$ cat config.mk
export PLATFORM = sky130hd
export DESIGN_NAME = answer_collector
export DESIGN_NICKNAME = d
export VERILOG_FILES = /design/src/rtl/answer_collector.sv
export SDC_FILE = /design/constraint.sdc
export NUM_CORES = 1
export LEC_CHECK = 0
export BUFFER_PORTS_ARGS = -buffer_cell sky130_fd_sc_hd__buf_4
export CORE_MARGIN = 8
export CORE_UTILIZATION = 45
export CTS_BUF_LIST = sky130_fd_sc_hd__clkbuf_4 sky130_fd_sc_hd__clkbuf_8 sky130_fd_sc_hd__clkbuf_16
export DETAILED_ROUTE_END_ITERATION = 7
export MAX_ROUTING_LAYER = met4
export PLACE_DENSITY = 0.64
export SLEW_MARGIN = 20
export SYNTH_ARGS = -nofsm -noshare
export SYNTH_HDL_FRONTEND = slang
export SYNTH_SLANG_ARGS = --single-unit
$ cat constraint.sdc
create_clock -name clk -period 2.56 [get_ports clk]
set_input_delay 0.256 -clock clk [delete_from_list [all_inputs] [get_ports clk]]
set_output_delay 0.256 -clock clk [all_outputs]
set_load 0.005 [all_outputs]
$ cat src/rtl/answer_collector.sv
`default_nettype none
// ============================================================================
// Module   : answer_collector
// Purpose  : Runs a four-question quiz round and builds one answer vector per
//            contestant, plus the latched player count, for the ranking block.
// Revision : 1.0  initial release
// ============================================================================
module answer_collector #(
    parameter int TIMEOUT = 16
) (
    input  logic       clk,
    input  logic       rst,
    input  logic       start,
    input  logic [3:0] num_players,
    input  logic       ans_valid,
    input  logic [2:0] ans_id,
    input  logic       ans_bit,
    output logic       ans_ready,
    output logic       err,
    output logic [1:0] q_idx,
    output logic       busy,
    output logic       valid,
    output logic [3:0] n,
    output logic [3:0] c1,
    output logic [3:0] c2,
    output logic [3:0] c3,
    output logic [3:0] c4,
    output logic [3:0] c5,
    output logic [3:0] c6,
    output logic [3:0] c7
);

    localparam logic [1:0] c_idle    = 2'd0;
    localparam logic [1:0] c_collect = 2'd1;
    localparam logic [1:0] c_advance = 2'd2;
    localparam logic [1:0] c_done    = 2'd3;

    localparam logic [7:0] c_timer_last = 8'(TIMEOUT - 1);

    logic [1:0] r_state;
    logic [1:0] w_state_nxt;
    logic [3:0] r_n;
    logic [1:0] r_q_idx;
    logic [7:0] r_timer;
    logic [7:1] r_mask;
    logic       r_err;
    logic [3:0] r_c [1:7];

    logic [7:1] w_sel;
    logic [7:1] w_need;
    logic       w_start_ok;
    logic       w_hs;
    logic       w_in_range;
    logic       w_dup;
    logic       w_accept;
    logic       w_all;
    logic       w_close;
    logic [1:0] w_bitpos;
    logic [3:0] w_n_clamp;

    always_comb begin
        w_sel  = '0;
        w_need = '0;
        for (int i = 1; i <= 7; i++) begin
            w_sel[i]  = (ans_id == 3'(i));
            w_need[i] = (r_n >= 4'(i));
        end
    end

    assign w_start_ok = start && (num_players != 4'd0) &&
                        ((r_state == c_idle) || (r_state == c_done));
    assign w_hs       = ans_valid && (r_state == c_collect);
    assign w_in_range = (ans_id != 3'd0) && ({1'b0, ans_id} <= r_n);
    assign w_dup      = |(w_sel & r_mask);
    assign w_accept   = w_hs && w_in_range && !w_dup;
    // Completion is judged on the registered mask, so the last answer costs one close cycle.
    assign w_all      = ((r_mask & w_need) == w_need);
    assign w_close    = w_all || (r_timer == c_timer_last);
    assign w_bitpos   = 2'd3 - r_q_idx;
    assign w_n_clamp  = (num_players > 4'd7) ? 4'd7 : num_players;

    always_ff @(posedge clk) begin
        if (rst) begin
            r_state <= c_idle;
        end else begin
            r_state <= w_state_nxt;
        end
    end

    always_comb begin
        w_state_nxt = r_state;
        case (r_state)
            c_idle, c_done: if (w_start_ok) w_state_nxt = c_collect;
            c_collect:      if (w_close) w_state_nxt = c_advance;
            c_advance:      w_state_nxt = (r_q_idx == 2'd3) ? c_done : c_collect;
            default:        w_state_nxt = c_idle;
        endcase
    end

    always_ff @(posedge clk) begin
        if (rst) begin
            r_n     <= '0;
            r_q_idx <= '0;
            r_timer <= '0;
            r_mask  <= '0;
            r_err   <= 1'b0;
            for (int i = 1; i <= 7; i++) r_c[i] <= '0;
        end else begin
            r_err <= w_hs && !w_accept;
            if (w_start_ok) begin
                r_n     <= w_n_clamp;
                r_q_idx <= '0;
                r_timer <= '0;
                r_mask  <= '0;
                for (int i = 1; i <= 7; i++) r_c[i] <= '0;
            end else begin
                case (r_state)
                    c_collect: begin
                        r_timer <= r_timer + 8'd1;
                        if (w_accept) begin
                            r_mask <= r_mask | w_sel;
                            for (int i = 1; i <= 7; i++) begin
                                if (w_sel[i]) r_c[i][w_bitpos] <= ans_bit;
                            end
                        end
                    end
                    c_advance: begin
                        r_mask  <= '0;
                        r_timer <= '0;
                        if (r_q_idx != 2'd3) r_q_idx <= r_q_idx + 2'd1;
                    end
                    default: ;
                endcase
            end
        end
    end

    assign ans_ready = (r_state == c_collect);
    assign busy      = (r_state == c_collect) || (r_state == c_advance);
    assign valid     = (r_state == c_done);
    assign err       = r_err;
    assign q_idx     = r_q_idx;
    assign n         = r_n;
    assign c1        = r_c[1];
    assign c2        = r_c[2];
    assign c3        = r_c[3];
    assign c4        = r_c[4];
    assign c5        = r_c[5];
    assign c6        = r_c[6];
    assign c7        = r_c[7];

endmodule
`default_nettype wire
Word-level counts from Yosys, hierarchy flattened
Memory sizes are Yosys's and may differ from the RTL's.
Index checks and enable logic that the tools add are counted.
- bits in writable memories: 28
- flip-flop bits (word level): 24
- memories: 1
- output and inout bits: 38
- bits of input ports: 12
- memories (memory ; words ; width ; rd ports ; clocked after memory_dff ; write ports ; RTL line ; source):
    r_c ; 7 ; 4 ; 7 ; 0 ; 7 ; 47 ; logic [3:0] r_c [1:7];
- muxes and demuxes: 92
- equality and inequality tests: 17
- add/subtract/negate cells: 3
- magnitude comparators: 11
- bitwise logic cells: 38
- reductions and logical operators: 23
- operators by type and width (operator ; number):
    two-way mux 1 bit ; 69
    two-way mux 4 bit ; 15
    OR 1 bit ; 35
    >= comparator 4 x 3 -> 1 bit, second input constant ; 4
    one-hot mux 8 bit (2 select lines) ; 1
    AND 7 bit ; 2
    one-hot mux 7 bit (2 select lines) ; 1
    equality test 3 bit, second input constant ; 4
    adder 8 x 1 -> 8 bit, second input constant ; 1
    equality test 8 x 4 -> 1 bit, second input constant ; 1
    >= comparator 4 x 2 -> 1 bit, second input constant ; 2
    logical AND 1 bit ; 8
    equality test 7 bit ; 1
    two-way mux 7 bit ; 1
    OR 7 bit ; 1
    OR reduction 7 bit ; 1
    equality test 2 bit, second input constant ; 3
    equality test 3 x 2 -> 1 bit, second input constant ; 2
    two-way mux 2 bit ; 3
    one-hot mux 2 bit (3 select lines) ; 1
    AND reduction 2 bit ; 3
    >= comparator 4 x 1 -> 1 bit, second input constant ; 1
    > comparator 4 x 3 -> 1 bit, second input constant ; 1
    <= comparator 3 x 4 -> 1 bit ; 1
    16 further kinds ; 22

Depth between registers and ports, before layout
- depth after elaboration: 11
- gate-level depth with buffers: 9
- depth with buffers taken out: 7

Least setup slack after synthesis
OpenSTA, ideal clock, no wires.
- path type: register -> register
- from: reg r_state[1]
- to: reg r_c[0][8] (netlist name)
- path slack: 415 ps
- period minus slack after synthesis: 2145 ps
- path buffers: 2
- cell stages (with the launch flop): 10
- library setup time: 311 ps
- required time: 2249 ps
- arrival time: 1834 ps
- cells stage by stage: dfxtp_1 inv_1 ha_1 buf_2 nand2_1 a221o_1 a211oi_4 buf_6 nand2_2 o21ai_0
- RTL lines (item ; RTL line ; source):
    start, declared ; 40 ; logic [1:0] r_state;
    start signal, assigned ; 84 ; r_state <= c_idle;
    start signal, assigned ; 86 ; r_state <= w_state_nxt;

==> results.txt <==
Core Region - 5820 um2
CTS tree - done
fin nets - 356
Comb pwr share - 31.2%
htree depth - 2
clock network power share - 21.3%
total CTS buffers - 5
Final Hold Fails - 0
crit path DAT - 2.34 ns
Largest stage delay, worst path - 0.50 ns
VDD IR max - 0.392 mV
Slew HR - 62.3%
Die H - 92.9 um
Detailed Place HPWL - 4500 um
DR vias - 2,154
initial antenna violation count - 0
CTS Buffer Depth - 2
Syn-to-layout area delta - 19.3%
RePlAce Congestion - 0.807
crit path cell chain - inv_1 -> ha_1 -> a31oi_1 -> a211oi_4 -> nand4_1 -> nor2_1
Netlist cell types - 46
Starting Density - 45.8%
LEAKAGE - 0.00121 uW
clk sinks - 52
CTS resizes - 0
net switching power - 743 uW
setup_tns - 0 ns
CP startpoint kind - flip-flop
status - finished, final reports clean
Post-synth EDFFs - 28
Worst-path clk slew - 0.10 ns
Area after DPL - 3090 um2
max-cap viol count - 0
syn avg cell area - 9.34 um2
grt ovf - 0
Worst path slowest cell - a211oi_4
RSZ-0062 raised after global routing - no
number of global-route vias before repair - 2,027
Final Cycle Share - 85.2%
crit path time final - 2.18 ns
fin. max-slew vios - 0
final instance area - 3180 um2
Crit Path Class - reg2reg
crit path max fanout - 9
Synth warnings - 0
commonest cells after routing, fill and taps aside - nor2_1 (55), buf_4 (53), o21ai_0 (31)
number of I/O pins - 50
Antenna Nets Post-Route - 0
Worst Setup End Kind - flip-flop
Initial DRC Count - 75
Async SR Flop Fraction - 0%
sequential cell area fraction in the yosys report - 49.6%
fmax - 459 MHz
DR pass1 iterations - 4
Setup Buffers After CTS - 0
switching share of power - 33.0%
worst slew pin tran - 0.566 ns
Sequential Power Share - 47.5%
pwr/cell area - 709 nW/um2
Cell Rows - 28
HP Class - in2reg
# diodes - 0
per-cell routed wire length - 15.1 um
DIE AREA - 8630 um2
port bufs - 49
area of the mapped netlist - 2660 um2
drt via density - 5.28
Post-Syn Nets - 309
final WL - 6140 um
Post-Syn Instances - 285
Final setup viols - 0
internal cell power - 1510 uW
DRC Markers - 0
Crit path max-delay family - compound AO/OA/AOI/OAI gates
filler instances - 549
CTS root buf - clkbuf_8
share of cells above drive strength 1 - 20.4%
Post-synth top flop - edfxtp_1
Total GRT Usage - 15.3%
clk_skew - 0.0103 ns
global-route wire length before repair - 10,300 um
number of hold buffers added after CTS - 0
most common cell after layout, fill and taps aside - nor2_1
largest net degree at the start of global routing - 35
clock latency on the worst-skew pair - 0.31 ns
CP required - 2.72 ns
flops & latches, synth - 52
worst path bufs/invs - 1
chip width - 92.9 um
routing by layer:
| metal | wire length [um] | global-route usage [%] |
|---|---|---|
| met1 | 2750 | 18.1 |
| met3 | 373 | 3.80 |
| met2 | 2900 | 24.4 |
| met4 | 121 | 5.91 |
| met5 | 0 | - |
power by group through the flow:
stage          sequential, uW  clock, uW  combinational, uW
2_1_floorplan            1090          0                411
3_3_place_gp             1090          0                707
3_5_place_dp             1090          0                708
4_1_cts                  1070        492                712
5_1_grt                  1080        527                792
6_report                 1070        480                701
sequential cells by signal, summed over array words and instances (netlist names):
| name | flops |
|---|---|
| r_c | 28 |
| r_timer | 8 |
| r_mask | 7 |
| n | 4 |
| q_idx | 2 |
| r_state | 2 |
| err | 1 |
cells in the mapped netlist, types with 3 or more instances:
library cell,n,area [um2]
o21ai_0,31,155
clkbuf_1,7,26.3
inv_1,10,37.5
nor2_1,55,206
xnor2_1,5,43.8
edfxtp_1,28,841
mux2i_1,9,90.1
dfxtp_1,24,480
nand2_1,18,67.6
a211oi_1,3,22.5
and2_1,8,50.1
ha_1,12,150
nand4_1,6,37.5
nand3_1,6,30.0
nand2_2,4,25.0
a21oi_1,12,60.1
nor3_1,6,30.0
nand2b_1,7,43.8
kinds of logic (layout without fill, tap and decap cells):
| kind of cell | Yosys count | count (layout) | synth area share [%] |
|---|---|---|---|
| flip-flops | 52 | 52 | 49.6 |
| XOR/XNOR | 7 | 7 | 2.30 |
| adder cells (fa/ha/maj) | 12 | 12 | 5.64 |
| multiplexers | 9 | 9 | 3.39 |
| buffers and inverters | 24 | 72 | 4.00 |
| AO/OA/AOI/OAI | 60 | 60 | 13.7 |
| AND/OR/NAND/NOR | 121 | 121 | 21.3 |
through the flow:
stage	utilization [%]	hold WS, ns	power, uW	cells	worst slack, ns
detailed placement	53.1	0.487	1800	400	0.380
CTS	54.6	0.171	2280	408	0.355
floorplan	-	0.411	1500	285	0.415
finish	54.6	0.183	2250	408	0.379
global route	54.6	0.177	2400	408	0.186
global placement	53.1	0.478	1790	400	0.421
area by class of cell:
class,count,area (um2),area share (%)
Clock buffer,6,76.3,2.40
Timing Repair Buffer,53,398,12.5
Sequential cell,52,1320,41.6
Clock inverter,2,11.3,0.355
Tap cell,75,93.8,2.96
Multi-Input combinational cell,209,1230,38.8
Inverter,11,41.3,1.30
worst paths after layout:
path,end,from,slack (ns),cells past startpoint
min reg2reg,r_mask[4]$_SDFFE_PP0P_,r_mask[4]$_SDFFE_PP0P_,0.49,2
max,r_c[0][29]$_DFFE_PP_,n[1]$_SDFFE_PP0P_,0.38,6
min,n[2]$_SDFFE_PP0P_,rst,0.18,2
max reg2reg,r_c[0][29]$_DFFE_PP_,n[1]$_SDFFE_PP0P_,0.38,6
No activity file was read; power rests on OpenSTA's default activity.
